$ cat config.mk
export PLATFORM = sky130hd
export DESIGN_NAME = branch_predictor_unit
export DESIGN_NICKNAME = d
export VERILOG_FILES = /design/src/rtl/branch_predictor_unit.sv
export SDC_FILE = /design/constraint.sdc
export NUM_CORES = 1
export LEC_CHECK = 0
export BUFFER_PORTS_ARGS = -buffer_cell sky130_fd_sc_hd__buf_2
export CAP_MARGIN = 10
export CORE_AREA = 2 2 352 354
export DETAILED_ROUTE_END_ITERATION = 10
export DIE_AREA = 0 0 354 356
export PLACE_DENSITY_LB_ADDON = 0.3
export SLEW_MARGIN = 20
export SYNTH_ARGS = -nofsm -noshare
export SYNTH_HDL_FRONTEND = slang
export SYNTH_SLANG_ARGS = --single-unit
$ cat constraint.sdc
create_clock -name clk -period 12.9 [get_ports clk]
set_input_delay 1.29 -clock clk [delete_from_list [all_inputs] [get_ports clk]]
set_output_delay 1.29 -clock clk [all_outputs]
set_load 0.01 [all_outputs]
$ cat src/rtl/branch_predictor_unit.sv
// Dynamic branch predictor: tagged BTB plus saturating direction counters, indexed
// bimodally (PC) or gshare (PC ^ history). Self-clearing tables and a mispredict counter.
module branch_predictor_unit #(
  parameter int ENTRIES = 32,
  parameter int PC_W    = 32,
  parameter int TAG_W   = 8,
  parameter int CNT_W   = 2,
  parameter int GHR_W   = 8,
  parameter int MODE    = 0,
  parameter int MISS_W  = 16
) (
  input  logic              clk,
  input  logic              rst_n,
  input  logic              flush,
  output logic              ready,
  input  logic [PC_W-1:0]   pred_pc,
  output logic              pred_taken,
  output logic              pred_hit,
  output logic [PC_W-1:0]   pred_target,
  output logic [GHR_W-1:0]  pred_ghr,
  input  logic              upd_valid,
  input  logic [PC_W-1:0]   upd_pc,
  input  logic [GHR_W-1:0]  upd_ghr,
  input  logic              upd_taken,
  input  logic [PC_W-1:0]   upd_target,
  input  logic              upd_mispredict,
  output logic [MISS_W-1:0] miss_count
);

  localparam int IDX_W = $clog2(ENTRIES);
  localparam logic [CNT_W-1:0] CNT_MAX     = '1;
  localparam logic [CNT_W-1:0] CNT_WEAK_NT = CNT_W'(1) << (CNT_W - 2);

  typedef enum logic {S_INIT, S_RUN} state_t;

  state_t             state_reg, state_next;
  logic [IDX_W-1:0]   init_idx_reg, init_idx_next;
  logic               init_we;
  logic [GHR_W-1:0]   ghr_reg;
  logic [MISS_W-1:0]  miss_reg;

  logic               btb_valid  [ENTRIES];
  logic [TAG_W-1:0]   btb_tag    [ENTRIES];
  logic [PC_W-1:0]    btb_target [ENTRIES];
  logic [CNT_W-1:0]   cnt        [ENTRIES];

  logic [IDX_W-1:0]   pred_bidx, pred_cidx, upd_bidx, upd_cidx;
  logic [TAG_W-1:0]   pred_tag, upd_tag;
  logic [CNT_W-1:0]   upd_cnt_cur, upd_cnt_next;
  logic               do_upd;
  logic               unused_bits;

  assign ready      = (state_reg == S_RUN);
  assign pred_ghr   = ghr_reg;
  assign miss_count = miss_reg;
  assign do_upd     = upd_valid & ready;

  // Prediction path: purely combinational reads of the current table contents.
  assign pred_bidx   = pred_pc[IDX_W+1:2];
  assign pred_tag    = pred_pc[IDX_W+TAG_W+1:IDX_W+2];
  assign pred_cidx   = (MODE == 1) ? (pred_bidx ^ ghr_reg[IDX_W-1:0]) : pred_bidx;
  assign pred_hit    = ready & btb_valid[pred_bidx] & (btb_tag[pred_bidx] == pred_tag);
  assign pred_taken  = pred_hit & cnt[pred_cidx][CNT_W-1];
  assign pred_target = btb_target[pred_bidx];

  // Updates index with the history seen at prediction time, not the live register.
  assign upd_bidx    = upd_pc[IDX_W+1:2];
  assign upd_tag     = upd_pc[IDX_W+TAG_W+1:IDX_W+2];
  assign upd_cidx    = (MODE == 1) ? (upd_bidx ^ upd_ghr[IDX_W-1:0]) : upd_bidx;
  assign upd_cnt_cur = cnt[upd_cidx];

  always_comb begin
    upd_cnt_next = upd_cnt_cur;
    if (upd_taken) begin
      if (upd_cnt_cur != CNT_MAX) upd_cnt_next = upd_cnt_cur + 1'b1;
    end else if (upd_cnt_cur != '0) begin
      upd_cnt_next = upd_cnt_cur - 1'b1;
    end
  end

  always_comb begin
    state_next    = state_reg;
    init_idx_next = init_idx_reg;
    init_we       = 1'b0;
    case (state_reg)
      S_INIT: begin
        init_we = 1'b1;
        if (flush) begin
          init_idx_next = '0;
        end else if (init_idx_reg == IDX_W'(ENTRIES - 1)) begin
          state_next    = S_RUN;
          init_idx_next = '0;
        end else begin
          init_idx_next = init_idx_reg + 1'b1;
        end
      end
      S_RUN: begin
        if (flush) begin
          state_next    = S_INIT;
          init_idx_next = '0;
        end
      end
      default: state_next = S_INIT;
    endcase
  end

  always_ff @(posedge clk or negedge rst_n) begin
    if (!rst_n) begin
      state_reg    <= S_INIT;
      init_idx_reg <= '0;
      ghr_reg      <= '0;
      miss_reg     <= '0;
    end else begin
      state_reg    <= state_next;
      init_idx_reg <= init_idx_next;
      if (do_upd) begin
        ghr_reg <= {ghr_reg[GHR_W-2:0], upd_taken};
        if (upd_mispredict && (miss_reg != '1)) miss_reg <= miss_reg + 1'b1;
      end
    end
  end

  // Table storage carries no reset; the init sequencer clears it instead.
  always_ff @(posedge clk) begin
    if (init_we) begin
      btb_valid[init_idx_reg] <= 1'b0;
      cnt[init_idx_reg]       <= CNT_WEAK_NT;
    end else if (do_upd) begin
      cnt[upd_cidx] <= upd_cnt_next;
      if (upd_taken) begin
        btb_valid[upd_bidx]  <= 1'b1;
        btb_tag[upd_bidx]    <= upd_tag;
        btb_target[upd_bidx] <= upd_target;
      end
    end
  end

  assign unused_bits = ^{pred_pc, upd_pc, upd_ghr};

endmodule

==> results.toml, run 1 <==
[status]
outcome = "complete, no violations"

[timing]
worst_pin_slew_ns = 1.23
finalSetupViolCount = 0
max_freq_mhz = 152
hold_viol = 0
finClkSkew_ns = 0.0164
tns_ns = 0
drv_slew = 0
finalCritPeriodShare = 0.510
relSlewSlack = 0.178
fin_crit_ns = 6.57
grt_setup_unrepaired = "false"
fin_ws_ns = 6.33

[synth]
synth_largest_area_cell = "edfxtp_1"
avgSynthCellArea_um2 = 23.1
yosysUniqueCellTypes = 44
async_flop_share = 0.0213
synth-seq-cells = 1406
synth_edf_count = 1376
synthCells = 2358
yosysSeqAreaShare = 0.771
synthTopCellsByArea = "edfxtp_1 (76%), mux4_2 (17%), dfrtp_1 (1.4%)"
yosysWarnings = 0
synth_top_area_share = 0.758
yosys_most_used_dff = "edfxtp_1"
syn_area_mm2 = 0.0545
synth_fp_nets = 2471

[clock_network]
cts_tree = "yes"
post_cts_buffers = 0
clock_sinks = 1406
cts_buffer_depth = 3
ctsResizeCount = 0
clock_latency_ns = 0.75
cts_root_buf = "clkbuf_16"
numCtsBuffers = 145
hold_buffers = 0
clk_pin_slew_ns = 0.05
htreeDepth = 4

[detailed_routing]
vias = 25213
wire_per_inst_um = 28.7
drtIter0Drc = 2669
routed_wl_mm = 124
drc = 0
drtAntennaViolNets = 0
drt-vias-per-instance = 5.84
firstDrtPassIters = 5

[placed_design]
routabilityCongestion = 0.762
io_buffers = 122
dpl.hpwl_mm = 59.3
place_ws_ns = 6.15
place_area_mm2 = 0.0573

[die]
die_h_um = 356
rows = 129
dieWidth_um = 354
coreArea_mm2 = 0.123
floorplan.io_pins = 169
initial_utilization = 0.445
die-area_mm2 = 0.126

[layout]
layout_commonest_cell = "edfxtp_1"
fillers = 9543
design_area_mm2 = 0.0619
final_cell_mix = "edfxtp_1 (1376), mux4_2 (412), clkbuf_16 (148)"
largest_reg_flops = 1024
reg_top3 = "btb_target: 1024 flops, btb_tag: 256 flops, cnt: 64 flops"
drive_gt1_frac = 0.322
seq_area_mm2 = 0.0421
area_delta_synth_final_pct = 13.6
regMostFlops = "btb_target"
multiInputGateArea_mm2 = 0.0122
nNetsFinal = 2671

[pwr]
power_mw = 9.43
ir_worst_vdd_v = 0.000121
p_per_area_mw_per_mm2 = 152
p_leak_nw = 19.6

[critical_path]
critPathKind = "primary input to primary output"
worst-path-max-fanout = 63
cp-end-kind = "primary output"
cp-start-kind = "primary input"
cp.arrival_ns = 5.28
worstPathRequired_ns = 11.61

[run]
drv_cap = 0

[global_routing]
gr-total-overflow = 0
grt_pass1_vias = 26345
grt.total_usage = 0.199
grt_max_degree = 176
grt_pass1_wl_mm = 179
antenna_found_initial = 12

[worst_hold_path]
hp-class = "register to register"
[cell families after synthesis]
family,share of synthesized area
AOI/OAI and AO/OA,0.00732
xor gates and xnor gates,0.00369
adders and majority gates,0.000688
buffers and inverters,0.0101
DFF,0.771
muxes,0.186
and+or+nand+nor,0.0208
[critical path, cell delays in order]
cell and delay (ns):
buf_8 0.43, buf_4 0.85, buf_4 0.68, mux2i_1 0.18
a22oi_1 0.23, a21oi_1 0.10, nor4_1 0.34, xnor2_1 0.21
nand4_1 0.17, nor4_2 0.41, buf_2 0.20
[power by group]
part / switching (mW) / internal [mW] / total (mW)
clock: 1.69 / 2.32 / 4.01
combinational: 0.225 / 0.175 / 0.400
sequential: 0.00382 / 5.01 / 5.02
total: 1.92 / 7.51 / 9.43
[layout make-up]
cell class                      instances  area share
Inverter                                5    0.000303
Tap cell                             1637      0.0331
Antenna cell                            2   0.0000808
Multi-Input combinational cell        831       0.196
Clock buffer                          173      0.0613
Sequential cell                      1406       0.679
Clock inverter                         91      0.0127
Timing Repair Buffer                  169      0.0171
[layer usage]
layer | vias up | wire (um) | part of all wire | global-route usage
met4 | 16 | 2640 | 0.021 | 0.0578
met1 | 13629 | 50000 | 0.40 | 0.271
met2 | 931 | 62600 | 0.50 | 0.330
li1 | 10440 | - | - | -
met3 | 197 | 8580 | 0.069 | 0.0352
met5 | - | 101 | 0.00082 | 0
[cells in the mapped netlist (2+ instances only)]
| library cell | n |
|---|---|
| edfxtp_1 | 1376 |
| mux4_2 | 412 |
| nor2_1 | 116 |
| nand2_1 | 67 |
| clkbuf_1 | 50 |
| buf_2 | 42 |
| mux2i_1 | 41 |
| mux2_2 | 40 |
| dfrtp_1 | 30 |
| a22oi_1 | 18 |
| buf_1 | 15 |
| xnor2_1 | 15 |
| nand3_1 | 14 |
| a21oi_1 | 12 |
| nor2b_1 | 10 |
| nand3b_1 | 9 |
| nand4_1 | 9 |
| xor2_1 | 8 |
| o21ai_0 | 7 |
| buf_4 | 6 |
| o211ai_1 | 6 |
| and2_1 | 4 |
| and3_1 | 4 |
| inv_1 | 4 |
| nand2b_1 | 4 |
| nor3_1 | 4 |
| a31oi_1 | 3 |
| and4_1 | 3 |
| buf_6 | 3 |
| ha_1 | 3 |
| or2_2 | 3 |
| or3_1 | 3 |
| a21boi_0 | 2 |
| a221oi_1 | 2 |
| o22ai_1 | 2 |
| o311a_1 | 2 |
| o31ai_1 | 2 |
[through the flow]
stage          utilization  hold slack (ns)  std cells
6_report             0.505            0.493       4314
4_1_cts              0.504            0.497       4310
5_1_grt              0.505            0.529       4312
3_3_place_gp         0.467            0.478       4046
3_5_place_dp         0.467            0.481       4046
2_1_floorplan            -            0.514       2358
[path summary, 6_finish.rpt]
kind	startpoint	end	slack, ns	cells after the start
worst max-delay path	pred_pc[3]	pred_taken	6.33	11
worst min register to register	pred_ghr[7]$_DFFE_PN0N_	pred_ghr[7]$_DFFE_PN0N_	0.49	2
min in group asynchronous	rst_n	miss_count[8]$_DFFE_PN0P_	0.57	1
worst min-delay path	pred_ghr[7]$_DFFE_PN0N_	pred_ghr[7]$_DFFE_PN0N_	0.49	2
worst max register to register	ready$_DFF_PN0_	btb_target[31][25]$_DFFE_PP_	7.72	6
max in group asynchronous	rst_n	pred_ghr[3]$_DFFE_PN0N_	11.91	1
No activity file was read; power rests on OpenSTA's default activity.
==> inputs of run 2 (changes only) <==
==> constraint.sdc (replaced) <==
create_clock -name clk -period 5.83 [get_ports clk]
set_input_delay 0.583 -clock clk [delete_from_list [all_inputs] [get_ports clk]]
set_output_delay 0.583 -clock clk [all_outputs]
set_load 0.01 [all_outputs]
==> results.toml, run 2 (synthesis results as in run 1) <==
[status]
outcome = "complete, no violations"

[timing]
tns_ns = 0
finClkSkew_ns = 0.0172
worst_pin_slew_ns = 1.14
drv_slew = 0
fin_crit_ns = 4.69
hold_viol = 0
max_freq_mhz = 213
fin_hold_ws_ns = 0.0817
finalSetupViolCount = 0
grt_setup_unrepaired = "false"
finalCritPeriodShare = 0.804
relSlewSlack = 0.240

[die]
coreArea_mm2 = 0.123
die-area_mm2 = 0.126
dieWidth_um = 354
die_h_um = 356
floorplan.io_pins = 169
initial_utilization = 0.445
rows = 129

[clock_network]
clock_sinks = 1406
cts_tree = "yes"
cts_root_buf = "clkbuf_16"
cts_buffer_depth = 3
htreeDepth = 4
clk_pin_slew_ns = 0.06
clock_latency_ns = 0.75
post_cts_buffers = 0
numCtsBuffers = 143
ctsResizeCount = 0

[detailed_routing]
routed_wl_mm = 126
vias = 25261
drtAntennaViolNets = 0
firstDrtPassIters = 7
drt-vias-per-instance = 5.85
drtIter0Drc = 3013
wire_per_inst_um = 29.1
drc = 0

[pwr]
p_per_area_mw_per_mm2 = 333
p_leak_nw = 19.5
ir_worst_vdd_v = 0.000279

[placed_design]
dpl.hpwl_mm = 62.8
place_area_mm2 = 0.0575
routabilityCongestion = 0.779
io_buffers = 122

[global_routing]
gr-total-overflow = 0
grt_pass1_vias = 26594
grt_max_degree = 93
grt_pass1_wl_mm = 183
grt.total_usage = 0.202
antenna_found_initial = 12

[layout]
layout_commonest_cell = "edfxtp_1"
area_delta_synth_final_pct = 13.7
largest_reg_flops = 1024
postLayoutCoreUtil = 0.506
multiInputGateArea_mm2 = 0.0122
seq_area_mm2 = 0.0421
drive_gt1_frac = 0.320
regMostFlops = "btb_target"
nNetsFinal = 2677
reg_top3 = "btb_target: 1024 flops, btb_tag: 256 flops, cnt: 64 flops"
fillers = 9581
design_area_mm2 = 0.0620
final_cell_mix = "edfxtp_1 (1376), mux4_2 (412), clkbuf_16 (146)"

[critical_path]
cp.arrival_ns = 5.10
critPathKind = "register to register"
cp-start-kind = "register"
worst-path-max-fanout = 44
worstPathRequired_ns = 6.24
cp-end-kind = "register"

[worst_hold_path]
hp-class = "primary input to register"

[run]
drv_cap = 0
## run 2: final timing paths
check,startpoint,to,slack [ns],depth (start not counted)
max,ready$_DFF_PN0_,btb_target[31][26]$_DFFE_PP_,1.14,7
min,flush,init_idx_reg[2]$_DFFE_PN0P_,0.08,2
max reg2reg,ready$_DFF_PN0_,btb_target[31][26]$_DFFE_PP_,1.14,7
min reg2reg,pred_ghr[7]$_DFFE_PN0N_,pred_ghr[7]$_DFFE_PN0N_,0.49,2
max in group asynchronous,rst_n,miss_count[10]$_DFFE_PN0P_,4.99,2
min in group asynchronous,rst_n,miss_count[1]$_DFFE_PN0P_,0.42,2
## run 2: routing by layer
metal,GRT usage,part of all wire,vias up
li1,-,-,10436
met2,0.332,0.49,967
met1,0.283,0.41,13612
met5,0,0.00088,-
met3,0.0323,0.070,230
met4,0.0567,0.024,16
## run 2: worst max-delay path, stage by stage (launching register included)
cell and delay, ns:
dfrtp_1 0.73, and2_1 0.69, nand2_1 0.36, inv_1 0.11
buf_4 0.35, nand3_1 0.70, nor2_4 1.02, buf_12 0.34
## run 2: through the flow
stage | setup WS [ns] | std cells | total power [mW]
floorplan | 1.20 | 2358 | 11.9
global placement | 1.36 | 4055 | 12.2
detailed placement | 1.19 | 4055 | 12.2
CTS | 1.15 | 4313 | 20.9
global route | 0.875 | 4314 | 21.3
finish | 1.14 | 4315 | 20.7
## run 2: cell type report
| class | instances | area share |
|---|---|---|
| Timing Repair Buffer | 177 | 0.0205 |
| Clock buffer | 179 | 0.0611 |
| Tap cell | 1637 | 0.0330 |
| Multi-Input combinational cell | 831 | 0.196 |
| Sequential cell | 1406 | 0.678 |
| Clock inverter | 78 | 0.0105 |
| Antenna cell | 2 | 0.0000807 |
| Inverter | 5 | 0.000303 |
## run 2: power by group
group / total, mW / leakage [nW] / switching (mW) / internal [mW]
Sequential: 11.1 / 12.9 / 0.00828 / 11.1
Combinational: 0.882 / 4.50 / 0.499 / 0.384
Clock: 8.70 / 2.17 / 3.76 / 4.94
## run 2: timing repair
action	CTS	global route
hold buffers	1	0
endpoints found under the hold margin	30	0
setup endpoints to repair	0	0
==> inputs of run 3 (changes only) <==
--- a/config.mk
+++ b/config.mk
@@ -5,11 +5,12 @@
 export SDC_FILE = /design/constraint.sdc
 export NUM_CORES = 1
 export LEC_CHECK = 0
+export ABC_AREA = 1
 export BUFFER_PORTS_ARGS = -buffer_cell sky130_fd_sc_hd__buf_2
 export CAP_MARGIN = 10
-export CORE_AREA = 2 2 352 354
+export CORE_AREA = 2 2 357 359
 export DETAILED_ROUTE_END_ITERATION = 10
-export DIE_AREA = 0 0 354 356
+export DIE_AREA = 0 0 359 361
 export PLACE_DENSITY_LB_ADDON = 0.3
 export SLEW_MARGIN = 20
 export SYNTH_ARGS = -nofsm -noshare
==> constraint.sdc (replaced) <==
create_clock -name clk -period 4 [get_ports clk]
set_input_delay 0.4 -clock clk [delete_from_list [all_inputs] [get_ports clk]]
set_output_delay 0.4 -clock clk [all_outputs]
set_load 0.01 [all_outputs]
==> results.toml, run 3 <==
[status]
outcome = "complete, no violations"

[global_routing]
grt_pass1_wl_mm = 222
gr-total-overflow = 0
grt.busiest_layer = "met2"
grt.total_usage = 0.229
antenna_found_initial = 8
use_met2 = 0.381
gr-usage-met1 = 0.307
grt_pass1_vias = 34419
grt_max_degree = 190
gr-usage-met3 = 0.0369

[synth]
synthCells = 4315
yosysWarnings = 0
synth_top_area_share = 0.734
synth_edf_count = 1376
synth-seq-cells = 1406
yosysMostFrequentCell = "edfxtp_1"
async_flop_share = 0.0213
avgSynthCellArea_um2 = 13.0
yosys_most_used_dff = "edfxtp_1"
yosysUniqueCellTypes = 41
syn_area_mm2 = 0.0563
synthTopCellsByArea = "edfxtp_1 (73%), o21ai_0 (4.8%), nor2_1 (4.7%)"
yosysSeqAreaShare = 0.748
synth_largest_area_cell = "edfxtp_1"
synth_fp_nets = 4428
synth_common_cells = "edfxtp_1 (1376), nor2_1 (704), o21ai_0 (536), nand2_1 (495), nand3_1 (354)"

[placed_design]
routabilityCongestion = 0.811
dpl.hpwl_mm = 75.3
place_area_mm2 = 0.0591
io_buffers = 122
place_inst = 5911

[clock_network]
cts_tree = "yes"
numCtsBuffers = 145
clk_pin_slew_ns = 0.06
cts_root_buf = "clkbuf_16"
ctsResizeCount = 0
clock_latency_ns = 0.76
cts_buffer_depth = 3
htreeDepth = 4
clock_sinks = 1406
post_cts_buffers = 0

[die]
die-area_mm2 = 0.130
floorplan.io_pins = 169
coreArea_mm2 = 0.125
rows = 130
dieWidth_um = 359
die_h_um = 361
initial_utilization = 0.449

[critical_path]
cp.arrival_ns = 2.98
r2r_cells = 7
critPathMostFrequentCell = "nand2_1"
worstPathRequired_ns = 3.60
crit_chain = "buf_8 > buf_12 > nand2_1 > nand3_1 > nand3_1 > nand2_1 > nand2_1 > nand3_1 > nand2_1 > nor2_1 > nand2_1 > nor2_1 > nand3_1 > nor3_2 > buf_2"
cp-start-kind = "primary input"
crit_slowest_cell = "buf_12"
worst-path-max-fanout = 142
critPathMaxStageDelay_ns = 0.52
critPathKind = "primary input to primary output"
cp-end-kind = "primary output"

[detailed_routing]
wire_per_inst_um = 24.4
firstDrtPassIters = 6
drt-vias-per-instance = 5.84
vias = 36077
drtAntennaViolNets = 0
drtIter0Drc = 4340
routed_wl_mm = 151
drc = 0

[timing]
worst_pin_slew_ns = 0.992
finalSetupViolCount = 0
relSlewSlack = 0.339
drv_slew = 0
finClkSkew_ns = 0.0256
tns_ns = 0
finalCritPeriodShare = 0.845
fin_hold_ws_ns = 0.124
hold_viol = 0
fin_crit_ns = 3.38
grt_setup_unrepaired = "false"
max_freq_mhz = 296

[pwr]
power.share.clock = 0.425
ir_worst_vdd_v = 0.000323
p_int_mw = 24.2
p_per_area_mw_per_mm2 = 487
power_frac_seq = 0.521
p_leak_nw = 21.0
swShare = 0.222
power_mw = 31.0
switchingPower_mw = 6.88
share_comb_of_total_power = 0.053

[layout]
final_cell_mix = "edfxtp_1 (1376), nor2_1 (672), o21ai_0 (536)"
layoutNonFillerInstCount = 6175
regMostFlops = "btb_target"
area_delta_synth_final_pct = 13.3
reg_top3 = "btb_target: 1024 flops, btb_tag: 256 flops, cnt: 64 flops"
nNetsFinal = 4524
fillers = 10495
drive_gt1_frac = 0.108
layout_commonest_cell = "edfxtp_1"
largest_reg_flops = 1024
design_area_mm2 = 0.0638

[run]
drv_cap = 0

[worst_hold_path]
holdPathStages = 1
hp-class = "primary input to register"
[run 3: what timing repair did]
item	in CTS	in global routing
endpoints found under the setup margin	0	0
hold buffers	3	0
endpoints found under the hold margin	36	0
[run 3: worst max-delay path, delay by kind of cell]
kind / cells / cell delay, ns
and+or+nand+nor: 12 / 1.41
buffers and inverters: 3 / 1.00
[run 3: kinds of logic after synthesis]
logic type               count (synthesis)  share of synthesized area
AND/OR/NAND/NOR                       1587                      0.115
flip-flops                            1406                      0.748
AO/OA/AOI/OAI                          939                      0.102
buffers and inverters                  364                     0.0319
XOR/XNOR                                16                    0.00249
adder cells (fa/ha/maj)                  3                   0.000667
[run 3: final cells by class]
type,count,area [um^2],share of cell area
Inverter,68,289,0.00453
Antenna cell,4,10.0,0.000157
Clock buffer,176,3770,0.0591
Clock inverter,81,853,0.0134
Multi-Input combinational cell,2545,12600,0.198
Timing Repair Buffer,245,2080,0.0326
Sequential cell,1406,42100,0.660
Tap cell,1650,2060,0.0324
[run 3: metal layers]
layer,up-vias,routed length (um)
met5,-,45
met4,8,4490
met3,305,11900
met2,1481,72900
met1,18031,61400
li1,16252,-
[run 3: through the flow]
stage / worst slack, ns / util
global placement: 0.643 / 0.471
floorplan: 0.495 / -
global route: 0.449 / 0.508
detailed placement: 0.653 / 0.471
CTS: 0.646 / 0.508
finish: 0.619 / 0.508
[run 3: worst paths after layout]
path	slack, ns	end	start
min reg2reg	0.49	pred_ghr[7]$_DFFE_PN0N_	pred_ghr[7]$_DFFE_PN0N_
min	0.12	btb_tag[31][7]$_DFFE_PP_	upd_pc[14]
max	0.62	pred_taken	pred_pc[2]
max in group asynchronous	3.28	init_idx_reg[0]$_DFFE_PN0P_	rst_n
max reg2reg	1.02	btb_target[26][11]$_DFFE_PP_	ready$_DFF_PN0_
min in group asynchronous	0.24	miss_count[2]$_DFFE_PN0P_	rst_n
[run 3: power groups by stage]
stage / clock network (mW) / registers [mW] / logic, mW
6_report: 13.2 / 16.2 / 1.65
5_1_grt: 13.9 / 16.2 / 1.81
4_1_cts: 13.3 / 16.2 / 1.65
3_5_place_dp: 0 / 16.5 / 1.64
3_3_place_gp: 0 / 16.5 / 1.62
2_1_floorplan: 0 / 16.5 / 0.961
